`src/rtl/pipelined_cla_adder.sv`:
```
// ---------------------------------------------------------------------------
// pipelined_cla_adder
//   Wide integer add/sub built from BLOCK-bit carry-lookahead groups. The
//   group chain is cut into STAGES register stages; each stage resolves
//   WIDTH/STAGES result bits and carries the remaining operand bits, the
//   running carry and the running word generate/propagate to the next
//   stage. Per-stage valid/ready gives full throughput under backpressure.
//
// Ports
//   clk, rst              clock (rising edge), async active-high reset
//   in_valid / in_ready   operand beat handshake
//   a, b, c_in, sub       operands; sub=1 computes a-b (c_in ignored)
//   out_valid / out_ready result handshake
//   sum, c_out            result and carry out of the MSB (sub: 1 = no borrow)
//   ovf                   signed overflow (carry into MSB ^ carry out)
//   grp_g, grp_p          whole-word generate / propagate
// ---------------------------------------------------------------------------

// One pipeline slice: SW/BLOCK lookahead groups chained through the carry.
// Also folds the slice's group G/P into the running word G/P.
module cla_slice #(
  parameter int SW    = 16,
  parameter int BLOCK = 4
) (
  input  logic [SW-1:0] a_i,
  input  logic [SW-1:0] bx_i,
  input  logic          c_i,
  input  logic          g_i,
  input  logic          p_i,
  output logic [SW-1:0] s_o,
  output logic          c_o,
  output logic          g_o,
  output logic          p_o
);
  logic [SW-1:0] g, p;
  logic cb, gg, gp, c_run, g_run, p_run;

  assign g = a_i & bx_i;
  assign p = a_i ^ bx_i;

  always_comb begin
    s_o   = '0;
    cb    = 1'b0;
    gg    = 1'b0;
    gp    = 1'b1;
    c_run = c_i;
    g_run = g_i;
    p_run = p_i;
    for (int n = 0; n < SW/BLOCK; n++) begin
      cb = c_run;
      gg = 1'b0;
      gp = 1'b1;
      for (int j = 0; j < BLOCK; j++) begin
        s_o[n*BLOCK+j] = p[n*BLOCK+j] ^ cb;
        cb = g[n*BLOCK+j] | (p[n*BLOCK+j] & cb);
        // Accumulating from bit 0 upward yields g3|p3g2|p3p2g1|p3p2p1g0.
        gg = g[n*BLOCK+j] | (p[n*BLOCK+j] & gg);
        gp = gp & p[n*BLOCK+j];
      end
      // Group carry-out in lookahead form; upper group is the "hi" operand
      // of the word G/P combine.
      c_run = gg | (gp & c_run);
      g_run = gg | (gp & g_run);
      p_run = p_run & gp;
    end
    c_o = c_run;
    g_o = g_run;
    p_o = p_run;
  end
endmodule

module pipelined_cla_adder #(
  parameter int WIDTH  = 32,
  parameter int BLOCK  = 4,
  parameter int STAGES = 2
) (
  input  logic             clk,
  input  logic             rst,
  input  logic             in_valid,
  output logic             in_ready,
  input  logic [WIDTH-1:0] a,
  input  logic [WIDTH-1:0] b,
  input  logic             c_in,
  input  logic             sub,
  output logic             out_valid,
  input  logic             out_ready,
  output logic [WIDTH-1:0] sum,
  output logic             c_out,
  output logic             ovf,
  output logic             grp_g,
  output logic             grp_p
);
  localparam int SW = WIDTH / STAGES;

  logic [STAGES-1:0] vld;
  logic [STAGES:0]   adv;   // adv[k]: stage k loads this cycle
  logic              cm_q;  // carry into MSB

  // Ready chain walks from the output back to the input in one pass.
  always_comb begin
    adv         = '0;
    adv[STAGES] = vld[STAGES-1] & out_ready;
    for (int k = STAGES-1; k >= 0; k--) begin
      if (k == 0) adv[k] = in_valid & (~vld[k] | adv[k+1]);
      else        adv[k] = vld[k-1] & (~vld[k] | adv[k+1]);
    end
  end

  for (genvar k = 0; k < STAGES; k++) begin : g_stg
    localparam int REMW = WIDTH - k*SW;  // operand bits not yet summed
    logic [REMW-1:0]       a_v, bx_v;
    logic                  cin_v, gin_v, pin_v;
    logic [SW-1:0]         s_sl;
    logic                  c_sl, g_sl, p_sl;
    logic [(k+1)*SW-1:0]   s_d, s_q;
    logic                  c_q, g_q, p_q, vld_q;

    if (k == 0) begin : g_head
      assign a_v   = a;
      assign bx_v  = sub ? ~b : b;
      assign cin_v = sub | c_in;
      assign gin_v = 1'b0;
      assign pin_v = 1'b1;
      assign s_d   = s_sl;
    end else begin : g_body
      // Remaining operand bits travel with the beat, loaded with stage k-1.
      always_ff @(posedge clk or posedge rst) begin
        if (rst) begin
          a_v  <= '0;
          bx_v <= '0;
        end else if (adv[k-1]) begin
          a_v  <= g_stg[k-1].a_v[REMW+SW-1:SW];
          bx_v <= g_stg[k-1].bx_v[REMW+SW-1:SW];
        end
      end
      assign cin_v = g_stg[k-1].c_q;
      assign gin_v = g_stg[k-1].g_q;
      assign pin_v = g_stg[k-1].p_q;
      assign s_d   = {s_sl, g_stg[k-1].s_q};
    end

    cla_slice #(.SW(SW), .BLOCK(BLOCK)) u_slice (
      .a_i (a_v[SW-1:0]),
      .bx_i(bx_v[SW-1:0]),
      .c_i (cin_v),
      .g_i (gin_v),
      .p_i (pin_v),
      .s_o (s_sl),
      .c_o (c_sl),
      .g_o (g_sl),
      .p_o (p_sl)
    );

    always_ff @(posedge clk or posedge rst) begin
      if (rst) begin
        s_q   <= '0;
        c_q   <= 1'b0;
        g_q   <= 1'b0;
        p_q   <= 1'b0;
        vld_q <= 1'b0;
      end else begin
        if (adv[k]) begin
          s_q <= s_d;
          c_q <= c_sl;
          g_q <= g_sl;
          p_q <= p_sl;
        end
        vld_q <= adv[k] | (vld_q & ~adv[k+1]);
      end
    end
    assign vld[k] = vld_q;

    if (k == STAGES-1) begin : g_tail
      // Carry into the MSB recovered from the MSB sum bit: s = p ^ c.
      always_ff @(posedge clk or posedge rst) begin
        if (rst)         cm_q <= 1'b0;
        else if (adv[k]) cm_q <= s_sl[SW-1] ^ a_v[SW-1] ^ bx_v[SW-1];
      end
    end
  end

  assign in_ready  = ~vld[0] | adv[1];
  assign out_valid = vld[STAGES-1];
  assign sum       = g_stg[STAGES-1].s_q;
  assign c_out     = g_stg[STAGES-1].c_q;
  assign grp_g     = g_stg[STAGES-1].g_q;
  assign grp_p     = g_stg[STAGES-1].p_q;
  assign ovf       = cm_q ^ g_stg[STAGES-1].c_q;
endmodule

```
`config.mk`:
```
export PLATFORM = sky130hd
export DESIGN_NAME = pipelined_cla_adder
export DESIGN_NICKNAME = d
export VERILOG_FILES = /design/src/rtl/pipelined_cla_adder.sv
export SDC_FILE = /design/constraint.sdc
export NUM_CORES = 1
export LEC_CHECK = 0
export ABC_AREA = 0
export ABC_CLOCK_PERIOD_IN_PS = 4230
export BUFFER_PORTS_ARGS = -buffer_cell sky130_fd_sc_hd__buf_4
export CORE_MARGIN = 4
export CORE_UTILIZATION = 35
export CTS_CLUSTER_DIAMETER = 80
export CTS_CLUSTER_SIZE = 30
export DETAILED_ROUTE_END_ITERATION = 10
export GPL_TIMING_DRIVEN = 0
export PLACE_DENSITY = 0.59
export SLEW_MARGIN = 10
export SYNTH_ARGS = -nofsm -noshare
export SYNTH_HDL_FRONTEND = slang
export SYNTH_SLANG_ARGS = --single-unit
```
`constraint.sdc`:
```
create_clock -name clk -period 4.23 [get_ports clk]
set_input_delay 0.846 -clock clk [delete_from_list [all_inputs] [get_ports clk]]
set_output_delay 0.846 -clock clk [all_outputs]
set_load 0.05 [all_outputs]
```
==> run summary <==
* master cell of the clock root buffer: sky130_fd_sc_hd__clkbuf_16
* router iterations before antenna repair: 4
* via density per instance: 4.74
* wire length per cell after detailed routing: 15.5 um
* standard cell area after detailed placement: 0.00613 mm2
* die width: 128 um
* core utilization of the finished layout: 0.456
* syn avg cell area: 9.59 um2
* fraction of final layout cells sized beyond drive strength 1: 0.232
* routability congestion estimate: 0.867
* count of warnings emitted by yosys: 0
* CP Launch Type: input port
* clock slew at reported path FFs: 0.06 ns
* fraction of power spent switching nets: 0.410
* number of synthesized register bits: 89
* Final Instance Count excl. Fillers: 830
* Chip Height: 128 um
* register area: 0.00223 mm2
* routed vias: 3935
* Fin Clk Skew: 0.00467 ns
* nature of the critical path endpoint: register
* cell with the most instances after synthesis: sky130_fd_sc_hd__nand2_1
* critical path's largest stage delay: 0.44 ns
* slowest cell on the critical path: sky130_fd_sc_hd__fa_1
* area taken by multi-input logic gates: 0.00260 mm2
* cell occurring most often along the worst timing path: sky130_fd_sc_hd__fa_1
* final instance area: 0.00640 mm2
* unrepaired setup endpoints after global routing: no
* critical path required time: 4.50 ns
* Post CTS Setup Buffer Count: 0
* full die area: 0.0165 mm2
* Fin. Hold Viols: 0
* Yosys top cell area share: 0.438
* diode insertion count for antenna repair: 0
* Tot GR Track Use: 0.163
* Inst Count DP: 817
* Worst EP arrival: 3.94 ns
* post-synth net total: 656
* share of the clock period used by the worst path after layout: 0.868
* post-detailed-route DRC marker count: 0
* pin count of the biggest net entering global routing: 65
* hpwl dp: 10300 um
* top cell type by total area after synthesis: sky130_fd_sc_hd__dfrtp_1
* clk sink count: 89
* fraction of power consumed by combinational cells: 0.416
* site row count: 43
* DRC marker count from the first detailed-route iteration: 223
* post-cts repair resize count: 0
* hold buffer count at CTS: 0
* cell-internal power: 2000 uW
* sum of routed wire length over all layers: 12900 um
* outcome: finished clean
* reported net switching power: 1390 uW
* sequence of cells on the critical path: buf_2 > buf_4 > xor2_1 > ha_1 > nand4_1 > o221ai_1 > a21o_1 > a21oi_1 > fa_1 > fa_1 > fa_1 > xor2_1 > o21ai_1
* number of different library cells in the post-synthesis netlist: 40
* TritonCTS Buffers: 9
* ratio of total power to cell area: 529 mW/mm2
* wire length of the first global-routing pass: 20800 um
* leakage: 0.00327 uW
* Buffers on Ports: 106
* Max Cap Violations: 0
* TritonCTS clock tree: built
* final global-route overflow total: 0
* fraction of power consumed by the clock network: 0.221
* Max Root-Sink Buffers: 2
* proportion of synthesized chip area in sequential cells: 0.438
* Reg power frac: 0.363
* netlist area before placement: 0.00508 mm2
* top-level I/O count: 108
* path type of the worst setup path: input port to register
* Post-synth EDFFs: 0
* maximum clock frequency: 272 MHz
* area growth from synthesis to final layout: 26.0%
* initial antenna violation count: 0
* final-stage net count: 774
* Final Setup Violations: 0
* maximum net fanout on the critical path: 10
* maximum level of the CTS H-tree: 3
* placeable core region: 0.0140 mm2
* path type of the worst min-delay path: register to register
* cells after synthesis: 530
* ranking of synthesized cells by area: sky130_fd_sc_hd__dfrtp_1 44%, sky130_fd_sc_hd__nand2_1 13%, sky130_fd_sc_hd__fa_1 9.5%
* Final ANT Viol Nets: 0
* effective utilization at floorplan: 0.362
* most numerous cell types in the synthesized netlist: 178 x sky130_fd_sc_hd__nand2_1, 89 x sky130_fd_sc_hd__dfrtp_1, 32 x sky130_fd_sc_hd__ha_1
* number of global-route vias before repair: 4154
* slew of the pin with the lowest slew margin: 0.421 ns
* number of filler instances in the final layout: 1379
* Post-synth ARST share: 1.00
* clock latency on the worst-skew pair: 0.34 ns
* worst rel slew slack: 0.716
* Min Clock Period, post-route: 3.67 ns
* most instantiated flip-flop cell in the synthesis netlist: sky130_fd_sc_hd__dfrtp_1
* maximum ir drop on the vdd rail: 311 uV
* max-slew violation count: 0
metal layers:
layer  up-vias  part of all wire  global-route usage
li1       1943                 -                   -
met1      1882              0.44               0.211
met2       101              0.49               0.276
met3         9             0.066              0.0436
met4         0            0.0086              0.0389
met5         -                 0                   0
cells in the final DEF, fill, tap and decap left out, types with 5 or more instances in the layout:
master	n
sky130_fd_sc_hd__inv_1	30
sky130_fd_sc_hd__nand2_1	178
sky130_fd_sc_hd__buf_4	112
sky130_fd_sc_hd__o21ai_0	20
sky130_fd_sc_hd__clkbuf_16	9
sky130_fd_sc_hd__xor2_1	24
sky130_fd_sc_hd__dfrtp_1	89
sky130_fd_sc_hd__ha_1	32
sky130_fd_sc_hd__xnor2_1	19
sky130_fd_sc_hd__buf_2	15
sky130_fd_sc_hd__o21ai_1	30
sky130_fd_sc_hd__fa_1	24
sky130_fd_sc_hd__nor2_1	7
sky130_fd_sc_hd__a21oi_1	15
sky130_fd_sc_hd__and4_1	5
layout make-up:
cell class              instances  share of cell area
flip-flops and latches         89               0.348
well taps                     180              0.0352
inverters                      32              0.0192
plain buffers                  23              0.0211
multi-input cells             386               0.406
repair buffers                107               0.129
clock buffers                  13              0.0422
critical path: cells and delay by family:
kind / cells / cell delay, ns
fa+ha+maj: 4 / 1.66
xor+xnor: 2 / 0.32
compound gates: 4 / 0.60
buf+inv: 2 / 0.37
simple gates: 1 / 0.13
stage by stage:
step | total power (uW) | worst slack [ns] | TNS [ns] | hold slack, ns
after floorplan | 2190 | 0.475 | 0 | 0.439
after global placement | 2630 | -0.0488 | -3.62 | 0.457
after detailed placement | 2680 | 0.183 | 0 | 0.459
after CTS | 3440 | 0.544 | 0 | 0.474
after global routing | 3610 | 0.356 | 0 | 0.492
final | 3390 | 0.558 | 0 | 0.466
sequential cells by signal (all words and copies together) (netlist names), 16 cells and up:
signal	cells
g_stg.a_v	16
g_stg.bx_v	16
g_stg.s_q	16
sum	32
power by group through the flow:
stage	Combinational (uW)	Clock, uW	Sequential [uW]
floorplan	553	0	1640
global placement	1400	0	1240
detailed placement	1430	0	1250
CTS	1430	769	1240
global route	1550	802	1260
finish	1410	749	1230
cell families (layout without fill, tap and decap cells):
family | after synthesis | count (layout) | share of synthesized area
fa+ha+maj | 56 | 56 | 0.173
flops | 89 | 89 | 0.438
compound gates | 81 | 81 | 0.0955
buf+inv | 55 | 175 | 0.0502
simple gates | 206 | 206 | 0.168
xor+xnor | 43 | 43 | 0.0741
final timing paths:
check | from | endpoint | slack, ns | cells past startpoint
worst max-delay path | sub | g_stg[0].s_q[15] | 0.56 | 13
worst min-delay path | g_stg[0].s_q[11] | sum[11] | 0.47 | 2
min in group asynchronous | rst | sum[28] | 0.48 | 2
worst max register to register | g_stg[1].a_v[7] | cm_q | 0.78 | 11
max in group asynchronous | rst | g_stg[0].s_q[3] | 3.12 | 3
worst min register to register | g_stg[0].s_q[11] | sum[11] | 0.47 | 2
Note: power is estimated with default switching activity, not from simulation.
